--- config.mk ---
export PLATFORM = sky130hd
export DESIGN_NAME = fetch_stage
export DESIGN_NICKNAME = d
export VERILOG_FILES = /design/src/rtl/fetch_stage.sv
export SDC_FILE = /design/constraint.sdc
export NUM_CORES = 1
export LEC_CHECK = 0
export ABC_CLOCK_PERIOD_IN_PS = 4900
export CAP_MARGIN = 40
export CORE_MARGIN = 5
export CORE_UTILIZATION = 46
export CTS_CLUSTER_SIZE = 10
export DETAILED_ROUTE_END_ITERATION = 8
export GPL_ROUTABILITY_DRIVEN = 0
export HOLD_SLACK_MARGIN = 0.02
export PLACE_DENSITY = 0.81
export SYNTH_ARGS = -nofsm -noshare
export SYNTH_HDL_FRONTEND = slang
export SYNTH_SLANG_ARGS = --single-unit
export TNS_END_PERCENT = 100
--- constraint.sdc ---
create_clock -name clk -period 4.9 [get_ports clk]
set_input_delay 0.735 -clock clk [delete_from_list [all_inputs] [get_ports clk]]
set_output_delay 0.735 -clock clk [all_outputs]
set_load 0.1 [all_outputs]
--- src/rtl/fetch_stage.sv ---
// Instruction fetch stage: PC register, redirect/stall/flush steering, IF/ID register, stall counter.
// IF/ID and stallCount are registered (one-cycle latency); imemReady=0 holds the PC and inserts a bubble.
module fetch_stage #(
    parameter logic [31:0] RESET_PC = 32'h00000000,
    parameter int          CNT_W    = 16
) (
    input  logic             clk,
    input  logic             reset,
    input  logic             pcWrite,
    input  logic             ifIdFlush,
    input  logic             branchTaken,
    input  logic [31:0]      branchTarget,
    output logic [31:0]      imemAddr,
    input  logic [31:0]      imemData,
    input  logic             imemReady,
    output logic [31:0]      instrID,
    output logic [31:0]      pc4ID,
    output logic             validID,
    output logic [CNT_W-1:0] stallCount
);

    logic [31:0]      pc_q, pc_d;
    logic [31:0]      instr_q, instr_d;
    logic [31:0]      pc4_q, pc4_d;
    logic             valid_q, valid_d;
    logic [CNT_W-1:0] stall_q, stall_d;
    logic [31:0]      pc_plus4;

    assign pc_plus4 = pc_q + 32'd4;

    always_comb begin
        pc_d    = pc_q;
        instr_d = instr_q;
        pc4_d   = pc4_q;
        valid_d = valid_q;
        stall_d = stall_q;

        // A redirect wins over a stall so the resolved branch is never dropped.
        if (branchTaken) begin
            pc_d = branchTarget & 32'hFFFF_FFFC;
        end else if (pcWrite && imemReady) begin
            pc_d = pc_plus4;
        end

        if (ifIdFlush || branchTaken) begin
            instr_d = 32'h00000000;
            pc4_d   = 32'h00000000;
            valid_d = 1'b0;
        end else if (pcWrite) begin
            if (imemReady) begin
                instr_d = imemData;
                pc4_d   = pc_plus4;
                valid_d = 1'b1;
            end else begin
                instr_d = 32'h00000000;
                pc4_d   = 32'h00000000;
                valid_d = 1'b0;
            end
        end

        if (!pcWrite && (stall_q != {CNT_W{1'b1}})) begin
            stall_d = stall_q + {{(CNT_W-1){1'b0}}, 1'b1};
        end
    end

    always_ff @(posedge clk or posedge reset) begin
        if (reset) begin
            pc_q    <= RESET_PC & 32'hFFFF_FFFC;
            instr_q <= 32'h00000000;
            pc4_q   <= 32'h00000000;
            valid_q <= 1'b0;
            stall_q <= {CNT_W{1'b0}};
        end else begin
            pc_q    <= pc_d;
            instr_q <= instr_d;
            pc4_q   <= pc4_d;
            valid_q <= valid_d;
            stall_q <= stall_d;
        end
    end

    assign imemAddr   = pc_q;
    assign instrID    = instr_q;
    assign pc4ID      = pc4_q;
    assign validID    = valid_q;
    assign stallCount = stall_q;

endmodule

# After elaboration in Yosys (flattened, before gate mapping)
# Index checks and enable logic that the tools add are counted.
[op_classes] add_sub_neg=2 eq_ne=1 mux=11 reduce_logical=6
[ops] op="32-bit 2-to-1 mux" count=8
[ops] op="32-bit by 3-bit adder with 32-bit output (second input constant)" count=1
[ops] op="16-bit by 1-bit adder with 16-bit output (second input constant)" count=1
[ops] op="16-bit != test (second input constant)" count=1
[ops] op="2-bit nonzero test" count=2
[ops] op="1-bit 2-to-1 mux" count=3
[ops] op="1-bit logical AND" count=2
[ops] op="1-bit logical NOT" count=1
[ops] op="1-bit logical OR" count=1
[totals] ff_bits=113 input_bits=70 out_inout_bits=113 elab_cells=25

# Depth between registers and ports, before layout
[logic_depth] depth_word=4 ltp_mapped=6 ltp_nobuf=6

# Worst setup path before layout
# No wires, ideal clock.
[synth_path] kind="register to register" start="register pc_q[2] (netlist: imemAddr[2])" end="register pc_q[30] (netlist: imemAddr[30])" setup_ns=0.125 arrival_ns=2.587 t_required_ns=4.775 slack_ns=2.188 path_stages_with_launch=7 path_buffers=0 period_less_slack_ns=2.712 cell_sequence="dfrtp_1 ha_1 nand3_2 nor4_4 nand4_1 xnor2_1 mux2_2"
[synth_between] elab_chain_cells=3
[synth_rtl] item="start: declaration" line_no="22" source="logic [31:0] pc_q, pc_d;"
[synth_rtl] item="start signal: assignment" line_no="68" source="pc_q <= RESET_PC & 32'hFFFF_FFFC;"
[synth_rtl] item="start signal: assignment" line_no="74" source="pc_q <= pc_d;"
[synth_rtl] item="32-bit by 3-bit adder with 32-bit output" line_no="29" source="assign pc_plus4 = pc_q + 32'd4;"
[synth_rtl] item="32-bit 2-to-1 mux" line_no="41" source="end else if (pcWrite && imemReady) begin"
[synth_rtl] item="32-bit 2-to-1 mux" line_no="39" source="if (branchTaken) begin"
# Every way passes these cells. The select of a mux whose other input is x is not followed.
# A chain may end at the register's enable or synchronous reset.

# Final worst setup path
[layout_path] start="input port pcWrite" end="register pc_q[31] (netlist: imemAddr[31])"
[layout_between] elab_chain_cells=2
[layout_rtl] item="start: declaration" line_no="9" source="input logic pcWrite,"
[layout_rtl] item="1-bit logical AND" line_no="41"
[layout_rtl] item="2-bit nonzero test (no line)"
# Every way passes these cells.

==> insert_results.sql <==
INSERT INTO impl_metrics (metric_group, metric, value, unit) VALUES
('sta', 'relative_max_transition_margin', '55.9', '%'),
('cells_and_area', 'seq_area', '2750', 'sq um'),
('detailed_routing', 'detail_route.drc_violations', '0', ''),
('placement', 'buffer_ports.inserted', '178', ''),
('cts', 'clock_path_buffers', '2', ''),
('sta', 'hold_viol', '0', ''),
('global_routing', 'grt_max_degree', '64', ''),
('detailed_routing', 'final_antenna_net_count', '0', ''),
('sta', 'maxClockFrequency', '386', 'MHz'),
('floorplanning', 'placementRows', '39', ''),
('worst_setup_path', 'worstPathCellList', 'clkdlybuf4s50_1 -> nand2_2 -> nor4_4 -> nand4_1 -> xor2_1 -> o21ai_1', ''),
('synthesis', 'synth-edff-count', '0', ''),
('synthesis', 'post-synth-top-area-fraction', '52.3', '%'),
('synthesis', 'synthDominantAreaCellType', 'dfrtp_1', ''),
('detailed_routing', 'avgViaCountPerCell', '5.54', ''),
('sta', 'final_min_period_over_clock_period', '52.8', '%'),
('synthesis', 'ys.flop_type', 'dfrtp_1', ''),
('worst_setup_path', 'worst_path_dominant_cell_family', 'simple AND/OR/NAND/NOR gates', ''),
('global_routing', 'globalRouteTotalUtil', '27.2', '%'),
('synthesis', 'yosys-top-cells-count', '110 x dfrtp_1, 61 x a22o_1, 52 x nand2_1, 38 x xnor2_1, 29 x xor2_1', ''),
('sta', 'timing.final.max_slew_violations', '0', ''),
('synthesis', 'ys_seq_elements', '110', ''),
('cts', 'clk_transition_reported_paths', '0.07', 'ns'),
('worst_setup_path', 'critical_path.slowest_cell', 'clkdlybuf4s50_1', ''),
('synthesis', 'synth_top_cells_by_area', 'dfrtp_1 52%, a22o_1 10%, xnor2_1 6.3%, xor2_1 4.8%, nand2_1 3.7%', ''),
('worst_setup_path', 'cp_max_fo', '8', ''),
('cts', 'clock_tree_from_tritoncts', 'built', ''),
('worst_setup_path', 'r2r_setup_slack', '2.62', 'ns'),
('status', 'run_status', 'finished, final reports clean', ''),
('cts', 'post_cts_buffers', '0', ''),
('cells_and_area', 'layout_cell_share_with_drive_strength_beyond_1', '20.1', '%'),
('sta', 'rsz0062_at_grt', 'no', ''),
('cts', 'clock_insertion_delay_worst_skew', '0.35', 'ns'),
('synthesis', 'netlist_area_before_placement', '5260', 'sq um'),
('floorplanning', 'chipHeight', '117', 'um'),
('synthesis', 'postSynthCellCount', '484', ''),
('synthesis', 'ys_async_rst_share', '100', '%'),
('synthesis', 'synth_sequential_area_ratio', '52.3', '%'),
('worst_setup_path', 'path_depth_of_the_worst_reg2reg_path', '6', ''),
('min_path', 'start_point_of_the_worst_min_delay_path', 'validID$_DFFE_PP0P_', ''),
('global_routing', 'grt-ovfl-total', '0', ''),
('synthesis', 'synth.avg_cell_area', '10.9', 'sq um'),
('floorplanning', 'floorplan.core_area', '11300', 'sq um'),
('synthesis', 'synthesis.yosys.warnings', '0', ''),
('detailed_routing', 'wl_per_cell', '19.6', 'um'),
('global_routing', 'vias_in_the_first_global_route', '5320', ''),
('synthesis', 'synthMostInstantiatedCell', 'dfrtp_1', ''),
('cells_and_area', 'multiInputGateArea', '2360', 'sq um'),
('floorplanning', 'die_w', '117', 'um'),
('cts', 'resize_count_post_cts', '0', ''),
('detailed_routing', 'postRouteWirelength', '17.8', 'mm'),
('sta', 'setup_viol_count_final', '0', ''),
('min_path', 'worst_hold_path_type', 'flop to flop', ''),
('worst_setup_path', 'timing.critical_path.to', 'imemAddr[31]$_DFFE_PP0N_', ''),
('sta', 'final_period_minus_worst_setup_slack', '2.59', 'ns'),
('detailed_routing', 'vias', '5024', ''),
('worst_setup_path', 'critical_path.startpoint_type', 'input port', ''),
('power', 'report.power.total', '2.88', 'mW'),
('sta', 'finalSetupTns', '0', 'ns'),
('cts', 'tritoncts.num_buffers', '9', ''),
('global_routing', 'grt_first_pass_wirelength', '28.5', 'mm'),
('cts', 'cts_max_level', '3', ''),
('worst_setup_path', 'critPathCaptureType', 'flop', ''),
('power', 'power_leakage', '4.07', 'nW'),
('detailed_routing', 'first_iter_violations', '343', ''),
('synthesis', 'netlist-cell-type-count', '39', ''),
('worst_setup_path', 'critical_path_buf_inv_count', '1', ''),
('floorplanning', 'starting_utilization_of_the_core_area', '46.5', '%'),
('worst_setup_path', 'startpoint_of_the_worst_register_to_register_path', 'imemAddr[2]$_DFFE_PP0N_', ''),
('cells_and_area', 'nNetsFinal', '830', ''),
('worst_setup_path', 'worst-endpoint-required', '5.17', 'ns');
-- where the power goes --
group / total [mW] / leakage (nW) / switching [mW] / internal [mW]
Combinational: 1.13 / 2.48 / 0.688 / 0.441
Sequential: 1.07 / 1.46 / 0.104 / 0.971
Clock: 0.674 / 0.132 / 0.318 / 0.357
Total: 2.88 / 4.07 / 1.11 / 1.77
-- through the flow --
stage | instances | utilization, % | hold slack (ns) | setup slack [ns] | instance area [sq um]
after detailed placement | 890 | 81.3 | 0.466 | 1.96 | 9200
after floorplan | 485 | - | 0.808 | 1.26 | 5270
after global placement | 777 | 62.8 | 0.458 | 2.07 | 7110
final | 907 | 83.7 | 0.479 | 2.31 | 9470
after global routing | 906 | 83.7 | 0.518 | 2.20 | 9470
after CTS | 906 | 83.7 | 0.481 | 2.33 | 9470
-- cells in the final DEF, fill, tap and decap left out, types with 7 or more instances in the layout --
master             n
nand2_1           52
buf_8             81
nand4_1           20
buf_16            31
xor2_1            29
and3_1             7
dfrtp_1          110
o21ai_1           10
nor2_1            21
clkdlybuf4s50_1  177
a22o_1            61
nand3_1           26
clkbuf_16          9
o21ai_0           19
xnor2_1           38
-- layer usage --
| metal | wire [um] | up-vias | global-route usage [%] |
|---|---|---|---|
| met5 | 0 | - | 0 |
| li1 | - | 2276 | - |
| met4 | 774 | 0 | 12.8 |
| met1 | 6270 | 2425 | 30.9 |
| met2 | 9680 | 262 | 49.6 |
| met3 | 1040 | 61 | 4.73 |
-- how the worst min path moves through the flow --
stage                                   endpoint  depth (start not counted)  slack (ns)
after floorplan             pc4ID[7]$_DFFE_PP0P_                          1        0.81
after global placement       validID$_DFFE_PP0P_                          1        0.46
after detailed placement     validID$_DFFE_PP0P_                          1        0.47
after CTS                    validID$_DFFE_PP0P_                          1        0.48
after global routing      instrID[2]$_DFFE_PP0P_                          1        0.52
final                        validID$_DFFE_PP0P_                          1        0.48
-- worst reg2reg max path, cell delays in order, from the launching register on --
cell and delay (ns):
dfrtp_1 0.54, ha_1 0.37, nand3_2 0.20, nor4_4 0.45, nand4_1 0.19, xnor2_1 0.16, mux2_2 0.26
-- cell families after synthesis --
logic type | after synthesis | share of synthesized area, %
AO/OA/AOI/OAI | 99 | 13.9
XOR/XNOR | 67 | 11.1
adder cells (fa/ha/maj) | 2 | 0.475
buffers and inverters | 37 | 3.16
flip-flops | 110 | 52.3
multiplexers | 3 | 0.618
other | 1 | 0.0712
AND/OR/NAND/NOR | 165 | 18.3
-- cell type report --
cell class              instances  share of cell area [%]
clock buffers                  12                    2.60
inverters                       5                   0.225
well taps                     143                    1.89
clock inverters                 4                   0.238
multi-input cells             338                    24.9
flip-flops and latches        110                    29.1
repair buffers                294                    41.1
diodes                          1                  0.0264
-- sequential cells by signal (all words and copies together) (netlist names) --
name        cells
imemAddr       30
stallCount     16
instrID        32
pc4ID          31
validID         1
Power figures use the tool's default switching activity.
